File: config.mk
export PLATFORM = sky130hd
export DESIGN_NAME = counter_monitor
export DESIGN_NICKNAME = d
export VERILOG_FILES = /design/src/rtl/counter_monitor_pkg.sv /design/src/rtl/counter_monitor_irq_handshake.sv /design/src/rtl/counter_monitor.sv
export SDC_FILE = /design/constraint.sdc
export NUM_CORES = 1
export LEC_CHECK = 0
export CAP_MARGIN = 20
export CELL_PAD_IN_SITES_DETAIL_PLACEMENT = 0
export CELL_PAD_IN_SITES_GLOBAL_PLACEMENT = 1
export CORE_ASPECT_RATIO = 0.9
export CORE_MARGIN = 4
export CORE_UTILIZATION = 34
export CTS_BUF_LIST = sky130_fd_sc_hd__clkbuf_8
export DETAILED_ROUTE_END_ITERATION = 6
export PLACE_DENSITY = 0.93
export SKIP_LAST_GASP = 1
export SLEW_MARGIN = 20
export SYNTH_ARGS = -nofsm -noshare
export SYNTH_HDL_FRONTEND = slang
export SYNTH_SLANG_ARGS = --single-unit
File: constraint.sdc
create_clock -name Clock -period 6.1 [get_ports Clock]
set_input_delay 1.22 -clock Clock [delete_from_list [all_inputs] [get_ports Clock]]
set_output_delay 1.22 -clock Clock [all_outputs]
set_load 0.1 [all_outputs]
File: src/rtl/counter_monitor_pkg.sv
// Shared definitions for the counter monitor: cause bit positions, the
// cause vector type and the interrupt handshake state encoding.
package counter_pkg;

    // Bit positions inside the 3-bit cause / event vector
    localparam int CAUSE_OVF = 0;
    localparam int CAUSE_UNF = 1;
    localparam int CAUSE_CMP = 2;

    // One bit per interrupt source, ordered by the indices above
    typedef logic [2:0] cause_t;

    // Four-phase request/acknowledge handshake states
    typedef enum logic [1:0] {
        IDLE     = 2'd0,
        REQ      = 2'd1,
        WAIT_LOW = 2'd2
    } irq_state_t;

endpackage

File: src/rtl/counter_monitor_irq_handshake.sv
// Interrupt delivery: collects single-cycle events into a pending set and
// presents them to the interrupt controller over a 4-phase req/ack handshake.
// Events that arrive while a request is in flight stay pending and go out
// with the following request, so nothing is ever lost.
module irq_handshake
    import counter_pkg::*;
(
    input  logic   Clock,
    input  logic   Reset_n,
    input  cause_t Event_in,
    input  logic   Irq_ack,
    output logic   Irq_req,
    output cause_t Irq_cause
);

    irq_state_t state;
    cause_t     pending;
    cause_t     cause_q;

    // Pending accumulation, cause latching and handshake sequencing
    always_ff @(posedge Clock) begin
        if (!Reset_n) begin
            state   <= IDLE;
            pending <= '0;
            cause_q <= '0;
        end else begin
            case (state)
                IDLE: begin
                    if (pending != '0) begin
                        cause_q <= pending;
                        pending <= Event_in;
                        state   <= REQ;
                    end else begin
                        pending <= pending | Event_in;
                    end
                end
                REQ: begin
                    pending <= pending | Event_in;
                    if (Irq_ack) begin
                        state <= WAIT_LOW;
                    end
                end
                WAIT_LOW: begin
                    pending <= pending | Event_in;
                    if (!Irq_ack) begin
                        state   <= IDLE;
                        cause_q <= '0;
                    end
                end
                default: begin
                    state   <= IDLE;
                    cause_q <= '0;
                end
            endcase
        end
    end

    // Request is asserted only in REQ; the cause register is already zero in IDLE
    always_comb begin
        Irq_req   = (state == REQ);
        Irq_cause = cause_q;
    end

endmodule

File: src/rtl/counter_monitor.sv
// Consumer side of the up/down counter interface. Captures the counter value,
// turns the level-style wrap flags into single events, keeps an epoch count of
// wraps so {epoch, count} forms one coherent extended count, and forwards
// overflow/underflow/compare events to the interrupt handshake.
module counter_monitor
    import counter_pkg::*;
#(
    parameter int N = 17,
    parameter int E = 8
) (
    input  logic           Clock,
    input  logic           Reset_n,
    input  logic [N-1:0]   Count_in,
    input  logic           Overflow_in,
    input  logic           Underflow_in,
    input  logic [N-1:0]   Compare_val,
    input  logic           Compare_en,
    input  logic           Irq_ack,
    output logic [N+E-1:0] Ext_count,
    output logic [E-1:0]   Epoch_out,
    output logic           Irq_req,
    output logic [2:0]     Irq_cause,
    output logic           Epoch_err
);

    logic [N-1:0] count_q;
    logic [E-1:0] epoch;
    logic         ov_d;
    logic         un_d;
    logic         cmp_d;
    logic         epoch_err_q;

    logic         cmp_level;
    logic         ov_evt;
    logic         un_evt;
    logic         cmp_evt;
    cause_t       events;
    cause_t       cause_w;

    // Rising-edge detection on the raw flag levels and the compare match
    always_comb begin
        cmp_level = Compare_en & (Count_in == Compare_val);
        ov_evt    = Overflow_in & ~ov_d;
        un_evt    = Underflow_in & ~un_d;
        cmp_evt   = cmp_level & ~cmp_d;
        events            = '0;
        events[CAUSE_OVF] = ov_evt;
        events[CAUSE_UNF] = un_evt;
        events[CAUSE_CMP] = cmp_evt;
    end

    // Count capture, edge history and epoch updated together so the extended count is never torn
    always_ff @(posedge Clock) begin
        if (!Reset_n) begin
            count_q     <= '0;
            epoch       <= '0;
            ov_d        <= 1'b0;
            un_d        <= 1'b0;
            cmp_d       <= 1'b0;
            epoch_err_q <= 1'b0;
        end else begin
            count_q <= Count_in;
            ov_d    <= Overflow_in;
            un_d    <= Underflow_in;
            cmp_d   <= cmp_level;
            if (ov_evt && !un_evt) begin
                epoch <= epoch + E'(1);
            end else if (un_evt && !ov_evt) begin
                epoch <= epoch - E'(1);
            end
            if ((ov_evt && (epoch == {E{1'b1}})) || (un_evt && (epoch == '0))) begin
                epoch_err_q <= 1'b1;
            end
        end
    end

    irq_handshake u_irq_handshake (
        .Clock     (Clock),
        .Reset_n   (Reset_n),
        .Event_in  (events),
        .Irq_ack   (Irq_ack),
        .Irq_req   (Irq_req),
        .Irq_cause (cause_w)
    );

    // Output assembly
    always_comb begin
        Ext_count = {epoch, count_q};
        Epoch_out = epoch;
        Irq_cause = cause_w;
        Epoch_err = epoch_err_q;
    end

endmodule

==> results by group <==
Critical path
  • Crit-path leading delay family: compound AO/OA/AOI/OAI gates
  • Required time reported for the critical path endpoint: 6.28 ns
  • Most common cell on crit path: sky130_fd_sc_hd__inv_1
  • Data arrival time of the critical path: 3.63 ns
  • Highest cell delay on the worst timing path: 0.48 ns
  • Worst path cell trace: clkdlybuf4s50_1 > nand2b_1 > inv_1 > ha_1 > inv_1 > fa_1 > a21o_1 > a21oi_1 > o21ai_1 > mux2i_1 > a311o_1
  • R2r endpoint: Epoch_out[6]
  • Critical Path Fanout Max: 7
  • Type of destination of the critical path: flop
  • Classification of the worst setup path: in2reg
  • Worst setup slack for register-to-register paths: ~3.7 ns
  • Startpoint of the lowest-slack register-to-register path: ov_d
  • Slowest-stage cell, CP: sky130_fd_sc_hd__clkdlybuf4s50_1
  • CP Buf/Inv Count: 3
  • Worst setup SP type: input pin
  • Depth of the most critical reg-to-reg path: 10

Layout
  • Final Non-Filler Cells: 332
  • Post-route core utilization: between 50 and 60%
  • Multi-input gate area: approximately 990 um2
  • N_diodes: 0
  • Fin nets: 316
  • Layout cell share with drive strength beyond 1: 4.528%
  • Fillers: 519
  • FF/Latch Area: around 740 um2
  • Syn-to-layout area delta: 46.87%

Job
  • Number of max-capacitance violations reported: 0

Route
  • Detailed route wirelength on metal2: 1995 um
  • Number of vias after detailed routing: about 1500
  • Drt drc: 0
  • DR WL/cell: 12.66 um
  • Detailed-router iteration count before antenna repair: 4
  • Violation count after the first detailed-route iteration: 56
  • Highest Signal Layer: met4
  • Antenna violation net count after detailed routing: 0
  • Routed wire length: 4203 um
  • M1 WL: 1853 um
  • Metal3 WL: 309 um
  • DR vias/cell: 4.630

Logic synthesis
  • Async set or reset register ratio after synthesis: 0%
  • Net Count, Synth: between 200 and 250
  • Ranking of synthesized cells by area: sky130_fd_sc_hd__dfxtp_1 40%, sky130_fd_sc_hd__and2_1 8.8%, sky130_fd_sc_hd__ha_1 7.5%
  • Top flip-flop cell by instance count after synthesis: sky130_fd_sc_hd__dfxtp_1
  • Register area share after synthesis: between 40% and 50%
  • Synth top cells by count: 37 x sky130_fd_sc_hd__dfxtp_1, 26 x sky130_fd_sc_hd__and2_1, 15 x sky130_fd_sc_hd__xor2_1
  • Number of distinct standard cells referenced by the synthesized netlist: 38
  • Number of enable-type register cells in the synthesized netlist: 0
  • Synthesized area per cell: 9.543 um2
  • Most instantiated library cell after synthesis: sky130_fd_sc_hd__dfxtp_1
  • Cell Area, Synth: ~1800 um2
  • Proportion of netlist area held by the largest area contributor: 40.22%
  • Cell taking the most area after synthesis: sky130_fd_sc_hd__dfxtp_1
  • Yosys warns: 0
  • Cell count after synthesis: 193
  • Number of synthesized register bits: 37

Die
  • DIE WIDTH: 85.58 um
  • Count of boundary I/O pins: 78
  • Core box area: between 5000 and 6000 um2
  • Number of standard-cell rows in the floorplan: 25
  • Area of the die: 6660 um2
  • Starting Density: a little over a third
  • Height of the die: 77.83 um

Timing
  • Final critical path time including I/O delays and setup: around 3.5 ns
  • Setup_tns: 0 ns
  • Final number of setup-violating endpoints: 0
  • Final count of pins violating max slew: 0
  • Highest attainable clock frequency: 289.7 MHz
  • Worst slew margin relative to its limit: around a third
  • Worst slew pin tran: 0.9961 ns
  • Maximum clock skew at final layout: around 0.0067 ns
  • Count of final hold-check violations: 0
  • Setup repair after global routing missed its margin: false
  • Final period utilization: a little under three fifths

Clock network
  • Total setup buffers inserted after CTS: 0
  • Hold-fix buffer count after cts: 0
  • Clock insertion delay at the later pin of the skew report: about 0.29 ns
  • CTS clock-pin slew for the worst setup and hold paths: around 0.080 ns
  • H-tree level count: 2
  • Buffer type at the clock tree root: sky130_fd_sc_hd__clkbuf_8
  • Number of buffers between clock root and the deepest sink: 2
  • Number of cells upsized or downsized after cts: 0
  • Clock tree sinks: 37
  • Cts bufs inserted: 5
  • TritonCTS clock tree: built

Hold path
  • Number of stages on the worst hold path: 2
  • Path category of the worst min-delay check: reg2reg
  • Terminating pin of the worst hold path: u_irq_handshake.Irq_cause[2]
  • Hold wc startpoint: u_irq_handshake.Irq_cause[2]

Place
  • Buffers on Ports: between 70 and 80
  • Instance count after placement with tap cells included: 324
  • Detailed Place HPWL: ~3200 um
  • Routability congestion estimate from global placement: 0.7920

Power and ir drop
  • IR Drop Worst-Case VDD: 0.0002322 V
  • Leak Pwr: between 1 and 1.5 nW
  • Total power divided by cell area: 423.6 nW/um2

Global routing
  • Number of global-route vias before repair: 1596
  • Global-route wire length before repair: ~7000 um
  • Antenna violations before repair: 0
  • Pin count of the biggest net entering global routing: 43
  • Total congestion overflow: 0
  • Global routing usage summed across all routing layers: a little over an eighth

Outcome
  • Status: completed
==> final cells by class <==
type	count	share of cell area [%]
sequential	37	27.38
clock inverter	3	0.8326
timing repair buffer	78	28.77
clock buffer	5	2.544
multi-input combinational	137	36.68
tap	67	3.099
inverter	5	0.6938
==> flip-flops by register name, summed over array words and instances (netlist names) <==
name	flops
count_q	17
Epoch_err	1
u_irq_handshake.state	2
u_irq_handshake.pending	3
ov_d	1
un_d	1
u_irq_handshake.Irq_cause	3
cmp_d	1
Epoch_out	8
==> worst max-delay path by stage <==
| stage | startpoint | to | slack, ns | depth (start not counted) |
|---|---|---|---|---|
| after floorplan | Overflow_in | Epoch_out[6] | 3.07 | 10 |
| after global placement | Overflow_in | Epoch_out[6] | 2.49 | 11 |
| after detailed placement | Overflow_in | Epoch_out[6] | 2.41 | 11 |
| after CTS | Overflow_in | Epoch_out[6] | 2.67 | 11 |
| after global routing | Overflow_in | Epoch_out[6] | 2.53 | 11 |
| final | Overflow_in | Epoch_out[6] | 2.65 | 11 |
==> per-layer routing <==
layer	vias up	global-route usage (%)
met3	7	4.140
met1	696	15.97
met5	-	0
met4	0	3.956
li1	789	-
met2	45	21.58
==> placed cells by master (no fill, tap or decap), types with 2 or more instances in the layout <==
master,synthesis,final
sky130_fd_sc_hd__nand2_1,10,10
sky130_fd_sc_hd__clkdlybuf4s50_1,0,77
sky130_fd_sc_hd__a21boi_0,2,2
sky130_fd_sc_hd__o21ai_0,9,9
sky130_fd_sc_hd__mux2i_1,4,4
sky130_fd_sc_hd__clkbuf_8,0,5
sky130_fd_sc_hd__nand3_1,6,6
sky130_fd_sc_hd__a21oi_1,5,5
sky130_fd_sc_hd__inv_1,5,5
sky130_fd_sc_hd__nor4_1,3,3
sky130_fd_sc_hd__nand4_1,4,4
sky130_fd_sc_hd__nor2b_1,2,2
sky130_fd_sc_hd__dfxtp_1,37,37
sky130_fd_sc_hd__and2_1,26,26
sky130_fd_sc_hd__or4_1,2,2
sky130_fd_sc_hd__ha_1,11,11
sky130_fd_sc_hd__nor3_1,3,3
sky130_fd_sc_hd__a21o_1,3,3
sky130_fd_sc_hd__xnor2_1,7,7
sky130_fd_sc_hd__nand2b_1,7,7
sky130_fd_sc_hd__xor2_1,15,15
sky130_fd_sc_hd__clkinv_4,0,2
sky130_fd_sc_hd__nor2_1,3,3
==> cells by family after synthesis <==
group / share of synthesized area, %
and+or+nand+nor: 23.03
buffers and inverters: 5.911
xor gates and xnor gates: 10.46
adders and majority gates: 8.560
AOI/OAI and AO/OA: 9.647
DFF: 40.22
muxes: 2.174
==> through the flow <==
| step | hold WS [ns] | setup WS (ns) | power, mW | cell area [um2] |
|---|---|---|---|---|
| 2_1_floorplan | 0.4643 | 3.074 | 0.8478 | 1842 |
| 3_3_place_gp | 0.4554 | 2.491 | 0.9734 | 2614 |
| 3_5_place_dp | 0.4704 | 2.411 | 0.9787 | 2614 |
| 4_1_cts | 0.4833 | 2.669 | 1.155 | 2705 |
| 5_1_grt | 0.4995 | 2.532 | 1.211 | 2705 |
| 6_report | 0.4787 | 2.648 | 1.146 | 2705 |
==> report_power, final <==
group | switching, mW | internal (mW)
sequential | 0.0390 | 0.275
clock | 0.0912 | 0.0810
combinational | 0.459 | 0.200
total | 0.590 | 0.556
==> worst register-to-register path: cells and delay by family (launching register included) <==
family / cells / cell delay (ns)
buffers and inverters: 2 / 0.23
AND/OR/NAND/NOR: 1 / 0.17
AO/OA/AOI/OAI: 4 / 0.85
flip-flops: 1 / 0.30
adder cells (fa/ha/maj): 2 / 0.62
multiplexers: 1 / 0.13
Power figures use the tool's default switching activity.
